<file path="src/rtl/mc_bus_pkg.sv">
// Shared widths and FSM encoding for the mc bus initiator.
// Imported by the interface and the initiator core.
package mc_bus_pkg;

  localparam int MC_DATA_WIDTH = 16;
  localparam int MC_ADD_WIDTH  = 6;

  typedef enum logic [1:0] {
    ST_IDLE,
    ST_SETUP,
    ST_STROBE,
    ST_HOLD
  } mc_state_e;

endpackage

</file>
<file path="src/rtl/mc_bus_initiator_if.sv">
// Request/response handshake plus split-tristate memory bus.
// master = the initiator, slave = its requester and bus model.
interface mc_bus_initiator_if
  import mc_bus_pkg::*;
();

  logic                     req_valid;
  logic                     req_ready;
  logic                     req_write;
  logic [MC_ADD_WIDTH-1:0]  req_addr;
  logic [MC_DATA_WIDTH-1:0] req_wdata;
  logic                     rsp_valid;
  logic [MC_DATA_WIDTH-1:0] rsp_rdata;
  logic                     mc_ce;
  logic                     mc_oe;
  logic                     mc_we;
  logic [MC_ADD_WIDTH-1:0]  mc_add;
  logic [MC_DATA_WIDTH-1:0] mc_data_o;
  logic                     mc_data_oe;
  logic [MC_DATA_WIDTH-1:0] mc_data_i;

  modport master (
    input  req_valid,
    input  req_write,
    input  req_addr,
    input  req_wdata,
    input  mc_data_i,
    output req_ready,
    output rsp_valid,
    output rsp_rdata,
    output mc_ce,
    output mc_oe,
    output mc_we,
    output mc_add,
    output mc_data_o,
    output mc_data_oe
  );

  modport slave (
    output req_valid,
    output req_write,
    output req_addr,
    output req_wdata,
    output mc_data_i,
    input  req_ready,
    input  rsp_valid,
    input  rsp_rdata,
    input  mc_ce,
    input  mc_oe,
    input  mc_we,
    input  mc_add,
    input  mc_data_o,
    input  mc_data_oe
  );

endinterface

</file>
<file path="src/rtl/mc_bus_initiator.sv">
// Fixed-timing async memory bus initiator: setup, strobe, hold.
// All bus outputs are registered from the next-state decode.
module mc_bus_initiator
  import mc_bus_pkg::*;
#(
  parameter int unsigned ADDSET = 2,
  parameter int unsigned DATAST = 3,
  parameter int unsigned HOLD   = 1
) (
  input logic                clk,
  input logic                rst,
  mc_bus_initiator_if.master bus
);

  mc_state_e  state;
  mc_state_e  nxt_state;
  logic [3:0] cnt;
  logic [3:0] nxt_cnt;
  logic       wr_q;
  logic       wr_nxt;
  logic       accept;
  logic       last;
  logic       done;
  logic       rd_smp;
  logic       nxt_ce;
  logic       nxt_oe;
  logic       nxt_we;
  logic       nxt_doe;

  assign accept = (state == ST_IDLE)
                & bus.req_valid
                & bus.req_ready;
  assign last   = (cnt == 4'd1);
  assign wr_nxt = accept ? bus.req_write : wr_q;
  assign done   = (state != ST_IDLE)
                & (nxt_state == ST_IDLE);
  assign rd_smp = (state == ST_STROBE) & last & ~wr_q;

  always_ff @(posedge clk or negedge rst) begin
    if (!rst) begin
      state <= ST_IDLE;
      cnt   <= '0;
    end else begin
      state <= nxt_state;
      cnt   <= nxt_cnt;
    end
  end

  always_comb begin
    nxt_state = state;
    nxt_cnt   = cnt;
    unique case (state)
      ST_IDLE: begin
        if (accept) begin
          nxt_state = ST_SETUP;
          nxt_cnt   = 4'(ADDSET);
        end
      end
      ST_SETUP: begin
        if (last) begin
          nxt_state = ST_STROBE;
          nxt_cnt   = 4'(DATAST);
        end else begin
          nxt_cnt = cnt - 4'd1;
        end
      end
      ST_STROBE: begin
        if (!last) begin
          nxt_cnt = cnt - 4'd1;
        end else if (HOLD == 0) begin
          nxt_state = ST_IDLE;
        end else begin
          nxt_state = ST_HOLD;
          nxt_cnt   = 4'(HOLD);
        end
      end
      ST_HOLD: begin
        if (last) begin
          nxt_state = ST_IDLE;
        end else begin
          nxt_cnt = cnt - 4'd1;
        end
      end
      default: nxt_state = ST_IDLE;
    endcase
  end

  // Strobe levels for the cycle after this edge.
  always_comb begin
    nxt_ce  = 1'b1;
    nxt_oe  = 1'b1;
    nxt_we  = 1'b1;
    nxt_doe = 1'b0;
    unique case (1'b1)
      (nxt_state == ST_IDLE): begin
        nxt_ce = 1'b1;
      end
      (nxt_state == ST_STROBE): begin
        nxt_ce  = 1'b0;
        nxt_oe  = wr_nxt;
        nxt_we  = ~wr_nxt;
        nxt_doe = wr_nxt;
      end
      default: begin
        nxt_ce  = 1'b0;
        nxt_doe = wr_nxt;
      end
    endcase
  end

  always_ff @(posedge clk or negedge rst) begin
    if (!rst) begin
      wr_q           <= 1'b0;
      bus.req_ready  <= 1'b0;
      bus.rsp_valid  <= 1'b0;
      bus.rsp_rdata  <= '0;
      bus.mc_ce      <= 1'b1;
      bus.mc_oe      <= 1'b1;
      bus.mc_we      <= 1'b1;
      bus.mc_data_oe <= 1'b0;
      bus.mc_add     <= '0;
      bus.mc_data_o  <= '0;
    end else begin
      bus.req_ready  <= (nxt_state == ST_IDLE);
      bus.rsp_valid  <= done;
      bus.mc_ce      <= nxt_ce;
      bus.mc_oe      <= nxt_oe;
      bus.mc_we      <= nxt_we;
      bus.mc_data_oe <= nxt_doe;
      if (accept) begin
        wr_q          <= bus.req_write;
        bus.mc_add    <= bus.req_addr;
        bus.mc_data_o <= bus.req_wdata;
      end
      if (rd_smp) begin
        bus.rsp_rdata <= bus.mc_data_i;
      end
    end
  end

endmodule

</file>
<file path="src/flat_wrapper.sv">
// flat-port wrapper written by rule: the top's interface ports become plain ports
module mc_bus_initiator_flat import mc_bus_pkg::*;
#(
  parameter int unsigned ADDSET = 2,
  parameter int unsigned DATAST = 3,
  parameter int unsigned HOLD   = 1
)
  (clk, rst, bus_req_valid, bus_req_write, bus_req_addr, bus_req_wdata, bus_mc_data_i, bus_req_ready, bus_rsp_valid, bus_rsp_rdata, bus_mc_ce, bus_mc_oe, bus_mc_we, bus_mc_add, bus_mc_data_o, bus_mc_data_oe);
  mc_bus_initiator_if bus_i ();
  input logic clk;
  input logic rst;
  input wire logic [$bits(bus_i.req_valid)-1:0] bus_req_valid;
  input wire logic [$bits(bus_i.req_write)-1:0] bus_req_write;
  input wire logic [$bits(bus_i.req_addr)-1:0] bus_req_addr;
  input wire logic [$bits(bus_i.req_wdata)-1:0] bus_req_wdata;
  input wire logic [$bits(bus_i.mc_data_i)-1:0] bus_mc_data_i;
  output wire logic [$bits(bus_i.req_ready)-1:0] bus_req_ready;
  output wire logic [$bits(bus_i.rsp_valid)-1:0] bus_rsp_valid;
  output wire logic [$bits(bus_i.rsp_rdata)-1:0] bus_rsp_rdata;
  output wire logic [$bits(bus_i.mc_ce)-1:0] bus_mc_ce;
  output wire logic [$bits(bus_i.mc_oe)-1:0] bus_mc_oe;
  output wire logic [$bits(bus_i.mc_we)-1:0] bus_mc_we;
  output wire logic [$bits(bus_i.mc_add)-1:0] bus_mc_add;
  output wire logic [$bits(bus_i.mc_data_o)-1:0] bus_mc_data_o;
  output wire logic [$bits(bus_i.mc_data_oe)-1:0] bus_mc_data_oe;
  assign bus_i.req_valid = bus_req_valid;
  assign bus_i.req_write = bus_req_write;
  assign bus_i.req_addr = bus_req_addr;
  assign bus_i.req_wdata = bus_req_wdata;
  assign bus_i.mc_data_i = bus_mc_data_i;
  assign bus_req_ready = bus_i.req_ready;
  assign bus_rsp_valid = bus_i.rsp_valid;
  assign bus_rsp_rdata = bus_i.rsp_rdata;
  assign bus_mc_ce = bus_i.mc_ce;
  assign bus_mc_oe = bus_i.mc_oe;
  assign bus_mc_we = bus_i.mc_we;
  assign bus_mc_add = bus_i.mc_add;
  assign bus_mc_data_o = bus_i.mc_data_o;
  assign bus_mc_data_oe = bus_i.mc_data_oe;
  mc_bus_initiator #(.ADDSET(ADDSET), .DATAST(DATAST), .HOLD(HOLD)) u_core (.clk(clk), .rst(rst), .bus(bus_i));
endmodule
</file>
<file path="config.mk">
export PLATFORM = sky130hd
export DESIGN_NAME = mc_bus_initiator_flat
export DESIGN_NICKNAME = d
export VERILOG_FILES = /design/src/rtl/mc_bus_pkg.sv /design/src/rtl/mc_bus_initiator_if.sv /design/src/rtl/mc_bus_initiator.sv /design/src/flat_wrapper.sv
export SDC_FILE = /design/constraint.sdc
export NUM_CORES = 1
export LEC_CHECK = 0
export CORE_ASPECT_RATIO = 1.2
export CORE_MARGIN = 4
export CORE_UTILIZATION = 38
export CTS_CLUSTER_DIAMETER = 30
export DETAILED_ROUTE_END_ITERATION = 8
export PLACE_DENSITY_LB_ADDON = 0.05
export SLEW_MARGIN = 20
export SYNTH_ARGS = -nofsm -noshare
export SYNTH_HDL_FRONTEND = slang
export SYNTH_SLANG_ARGS = --single-unit
export TNS_END_PERCENT = 5
</file>
<file path="constraint.sdc">
create_clock -name clk -period 2.17 [get_ports clk]
set_input_delay 0.434 -clock clk [delete_from_list [all_inputs] [get_ports clk]]
set_output_delay 0.434 -clock clk [all_outputs]
set_load 0.01 [all_outputs]
</file>
==> results.tsv, run 1 <==
metric	value	unit
status	completed	
grt_max_degree	28	
cts-root-buf	clkbuf_8	
die_y	89.2	um
dp_hpwl	3580	um
postSynthCellCount	138	
clk_pin_slew_worst_paths	0.09	ns
final_nets	271	
grt-ovfl-total	0	
vias	1446	
max-vdd-ir-drop	597	uV
r2r_start	u_core.cnt[1]$_DFFE_PN0P_	
synth_flop_cell	dfrtp_1	
synth_nets	182	
fmax	475	MHz
fin_crit_sh	97.1	%
end_kind	flop	
ant_nets	0	
wl_per_cell	16.0	um
h-tree-depth	2	
finalSetupViolCount	0	
cts_resized	0	
synth_edf_count	0	
place_congestion	0.877	
crit_required	2.36	ns
drc_errors	0	
port_buffers	85	
synth_top_area_cell	dfrtp_1	
clk_path_buf_depth	2	
fin_skew	0.00747	ns
yosysSeqAreaShare	61.3	%
ios	86	
synth_seq_cells	51	
slew_headroom	61.7	%
crit_chain	inv_1 -> ha_2 -> or3b_4 -> or3_1 -> buf_12 -> mux2_4	
via_per_inst	4.99	
antenna_found_initial	0	
crit_path_max_fanout	16	
hold_viol_final	0	
cts_setup_buffers	0	
drt_iter0_markers	52	
netlist.area_leader.share	57.6	%
r2r_setup_slack	0.06	ns
antenna_cells	0	
path_delay_family	simple AND/OR/NAND/NOR gates	
power.total	4420	uW
drv_slew	0	
start_util	39.4	%
core	5300	sq um
grt_pass1_wl	7130	um
grt_pass1_vias	1554	
cts_inserted_buffers	5	
cts_tree	yes	
synthToLayoutAreaGrowth	50.1	%
worst_slew_pin_slew	0.575	ns
path_buf_inv	2	
nFillCells	422	
synth_area_leaders	dfrtp_1 58%, mux2_2 16%, mux2_4 7.2%	
yosysMostFrequentCell	dfrtp_1	
min_period	2.11	ns
wl	4630	um
cp-start-kind	flop	
hold_class	input pin to async pin	
cts_hold_buf	0	
synth_cell_types	33	
grt_setup_unrepaired	false	
drive_gt1_share	26.8	%
design_area	3130	sq um
p_leak	0.00136	uW
track_usage	13.7	%
rr_endpoint	u_core.bus.rsp_rdata[12]$_DFFE_PN0P_	
async_flop_share	100	%
die_w	75.7	um
first_pass_iters	4	
cpPeakStageDelay	0.41	ns
reg2reg_depth	6	
syn-cell-area	2090	sq um
clk_latency	0.30	ns
cts.sinks	51	
timing_worst_setup_path_type	flop to flop	
slowest_stage	dfrtp_1	
cp_num_cells	6	
row_count	29	
drv_cap	0	
dieArea	6750	sq um
ys_top_cells_by_count	48 x dfrtp_1, 29 x mux2_2, 10 x mux2_4	
p_per_area	1410	nW/um^2
timing.setup.tns	0	ns
cp_data_arrival_time	2.29	ns
avgSynthCellArea	15.1	sq um
ys_warn_count	0	
placed_cell_area	3010	sq um
stage by stage:
| step | util (%) | setup slack (ns) | hold WS (ns) | cells |
|---|---|---|---|---|
| final | 59.1 | 0.0625 | 0.121 | 290 |
| after global routing | 59.1 | 0.00845 | 0.156 | 290 |
| after CTS | 59.1 | 0.0541 | 0.135 | 290 |
| after detailed placement | 56.8 | 0.0668 | 0.468 | 282 |
| after global placement | 56.8 | 0.139 | 0.447 | 282 |
| after floorplan | - | 0.102 | 0.138 | 138 |
flip-flops by register name, indices dropped and copies added, names as in the netlist:
register               cells
u_core.bus.mc_data_o      16
u_core.bus.rsp_rdata      16
u_core.bus.mc_add          6
u_core.cnt                 4
u_core.state               2
u_core.bus.mc_ce           1
u_core.bus.mc_data_oe      1
u_core.bus.mc_oe           1
u_core.bus.mc_we           1
u_core.bus.req_ready       1
u_core.bus.rsp_valid       1
u_core.wr_q                1
logic make-up after synthesis:
logic type,Yosys count,synth area share [%]
flip-flops,51,61.3
adder cells (fa/ha/maj),2,1.20
buffers and inverters,10,3.12
AO/OA/AOI/OAI,14,4.74
multiplexers,39,22.8
XOR/XNOR,1,0.420
AND/OR/NAND/NOR,21,6.36
worst register-to-register path: stages (launching register included):
cell and delay [ns]:
dfrtp_1 0.41, inv_1 0.09, ha_2 0.20, or3b_4 0.41
or3_1 0.40, buf_12 0.18, mux2_4 0.31
routing by layer:
metal	up-vias	part of all wire [%]	GRT usage (%)
li1	663	-	-
met1	711	38	15.3
met2	65	50	24.0
met3	7	10	4.39
met4	0	1.6	5.41
met5	-	0	0
worst max path at each step:
stage / slack (ns) / end / start
6_report: 0.06 / u_core.bus.rsp_rdata[12]$_DFFE_PN0P_ / u_core.cnt[1]$_DFFE_PN0P_
5_1_grt: 0.008 / u_core.bus.rsp_rdata[10]$_DFFE_PN0P_ / u_core.cnt[1]$_DFFE_PN0P_
4_1_cts: 0.05 / u_core.bus.rsp_rdata[12]$_DFFE_PN0P_ / u_core.cnt[1]$_DFFE_PN0P_
3_5_place_dp: 0.07 / u_core.bus.rsp_rdata[12]$_DFFE_PN0P_ / u_core.cnt[1]$_DFFE_PN0P_
3_3_place_gp: 0.14 / u_core.bus.rsp_rdata[14]$_DFFE_PN0P_ / u_core.cnt[1]$_DFFE_PN0P_
2_1_floorplan: 0.10 / u_core.bus.rsp_rdata[10]$_DFFE_PN0P_ / u_core.cnt[1]$_DFFE_PN0P_
cell type report:
type                       count  area, sq um  area share (%)
tap                           62         77.6            2.48
multi-input combinational     77          744            23.8
sequential                    51         1280            40.9
clock buffer                   6         82.6            2.64
timing repair buffer          89          901            28.8
clock inverter                 2         35.0            1.12
inverter                       3         11.3           0.360
power breakdown:
group          internal, uW  switching, uW  leakage, uW
Sequential             1430            299     0.000607
Clock                   373            298    0.0000612
Combinational          1290            723     0.000697
cell usage in the layout, fill, tap and decap left out:
cell type / n
clkdlybuf4s50_1: 84
dfrtp_1: 48
mux2_2: 29
mux2_4: 10
clkbuf_8: 6
o21ai_0: 4
nand2b_1: 3
nor2_1: 3
inv_1: 3
nand2_1: 3
dfstp_2: 3
and2_1: 2
and3_1: 2
o22ai_1: 2
nor4b_1: 2
buf_12: 2
buf_4: 2
or3b_4: 1
a211o_2: 1
or4bb_2: 1
xnor2_1: 1
nor3b_1: 1
a211o_1: 1
a221oi_1: 1
a21o_1: 1
a21bo_2: 1
a21oi_1: 1
nand4_1: 1
o211ai_1: 1
or3_1: 1
nor3_1: 1
a21o_2: 1
ha_1: 1
ha_2: 1
bufinv_16: 1
clkinv_2: 1
buf_2: 1
Power figures use the tool's default switching activity.
==> inputs of run 2 (changes only) <==
Settings changed: CORE_MARGIN 4 to 2.
==> results.tsv, run 2 (same netlist as run 1, synthesis figures left out) <==
metric	value	unit
status	completed	
fin_crit_sh	96.4	%
p_leak	0.00135	uW
finalSetupViolCount	0	
hold_class	input pin to async pin	
p_switching	1310	uW
min_period	2.09	ns
instances_no_fill	291	
dp_hpwl	3470	um
cts.sinks	51	
wl	4480	um
crit_chain	inv_1 -> ha_2 -> or3b_4 -> or3_4 -> buf_12 -> mux2_4	
die_y	85.2	um
cp-start-kind	flop	
layout_commonest_cell	clkdlybuf4s50_1	
swShare	30.8	%
seqPwrFrac	40.6	%
slew_headroom	61.6	%
cts-root-buf	clkbuf_8	
drv_cap	0	
antenna_found_initial	0	
timing_worst_setup_path_type	flop to flop	
grt_pass1_wl	7470	um
mostFrequentLayoutCells	84 x clkdlybuf4s50_1, 48 x dfrtp_1, 29 x mux2_2	
drive_gt1_share	27.1	%
grt-ovfl-total	0	
slowest_stage	dfrtp_1	
drc_errors	0	
track_usage	15.8	%
fin_skew	0.00842	ns
hold_slack	0.100	ns
clk_path_buf_depth	2	
end_kind	flop	
hold_viol_final	0	
ios	86	
vias	1447	
wl_per_cell	15.4	um
cts_inserted_buffers	5	
cpPeakStageDelay	0.42	ns
nFillCells	421	
final_nets	272	
port_buffers	85	
ant_nets	0	
grt_max_degree	24	
p_per_area	1380	nW/um^2
core	5300	sq um
layout_setup_ws	0.0780	ns
worst_slew_pin_slew	0.575	ns
cts_tree	yes	
drv_slew	0	
max-vdd-ir-drop	623	uV
largestRegisters	u_core.bus.mc_data_o: 16 flops, u_core.bus.rsp_rdata: 16 flops, u_core.bus.mc_add: 6 flops	
fmax	478	MHz
power_frac_clock	12.1	%
grt_pass1_vias	1550	
grt_setup_unrepaired	false	
dieArea	6100	sq um
timing.setup.tns	0	ns
die_w	71.7	um
start_util	39.4	%
row_count	29	
crit_required	2.36	ns
intPower	2960	uW
path_delay_family	simple AND/OR/NAND/NOR gates	
h-tree-depth	2	
combPwrFrac	47.2	%
via_per_inst	4.97	
clk_latency	0.30	ns
place_congestion	0.807	
dpl.cell_count	283	
clk_pin_slew_worst_paths	0.09	ns
antenna_cells	0	
place_ws	0.0503	ns
path_buf_inv	2	
first_pass_iters	6	
drt_iter0_markers	78	
synthToLayoutAreaGrowth	48.5	%
crit_path_max_fanout	16	
cp_data_arrival_time	2.28	ns
## run 2: cell count changes in the layout (fill, tap and decap cells not counted), sizes merged
| cell | previous run | this run |
|---|---|---|
| buf | 5 | 6 |
| bufinv | 1 | 0 |
| clkinvlp | 0 | 1 |
## run 2: stage by stage
step	area, sq um	total power (uW)	util (%)
after floorplan	2090	2690	-
after global placement	3010	3700	56.8
after detailed placement	3010	3780	56.8
after CTS	3090	4320	58.4
after global routing	3100	4570	58.5
final	3100	4270	58.5
## run 2: path summary, 6_finish.rpt
kind | startpoint | endpoint | slack (ns) | cells after the start
hold reg to reg | u_core.wr_q$_DFF_PN0_ | u_core.bus.mc_we$_DFF_PN1_ | 0.51 | 1
hold / removal | rst | u_core.bus.mc_add[2]$_DFFE_PN0P_ | 0.1 | 1
setup reg to reg | u_core.cnt[1]$_DFFE_PN0P_ | u_core.bus.rsp_rdata[15]$_DFFE_PN0P_ | 0.08 | 6
max in group asynchronous | rst | u_core.bus.rsp_rdata[0]$_DFFE_PN0P_ | 1.48 | 2
setup / recovery | u_core.cnt[1]$_DFFE_PN0P_ | u_core.bus.rsp_rdata[15]$_DFFE_PN0P_ | 0.08 | 6
min in group clk | u_core.wr_q$_DFF_PN0_ | u_core.bus.mc_we$_DFF_PN1_ | 0.51 | 1
## run 2: power by group through the flow
stage / registers, uW / clock network, uW / logic, uW
2_1_floorplan: 1870 / 0 / 818
3_3_place_gp: 1730 / 0 / 1970
3_5_place_dp: 1750 / 0 / 2030
4_1_cts: 1730 / 552 / 2030
5_1_grt: 1790 / 596 / 2180
6_report: 1730 / 519 / 2020
## run 2: final cells by class
cell class | instances | area [sq um] | area share [%]
Clock buffer | 6 | 72.6 | 2.34
Clock inverter | 2 | 12.5 | 0.404
Inverter | 3 | 11.3 | 0.363
Multi-Input combinational cell | 77 | 749 | 24.2
Sequential cell | 51 | 1280 | 41.3
Tap cell | 62 | 77.6 | 2.50
Timing Repair Buffer | 90 | 896 | 28.9
## run 2: routing by layer
layer,GRT usage (%),vias up,wire (um)
li1,-,665,-
met1,18.7,718,1770
met2,27.3,62,2360
met3,4.87,2,324
met4,4.63,0,23
met5,0,-,0
## run 2: what timing repair did
item / 4_1_cts / 5_1_grt
resized for setup: 0 / 2
endpoints found under the hold margin: 0 / 0
setup buffers: 0 / 0
hold buffers: 0 / 0
endpoints found under the setup margin: 0 / 11
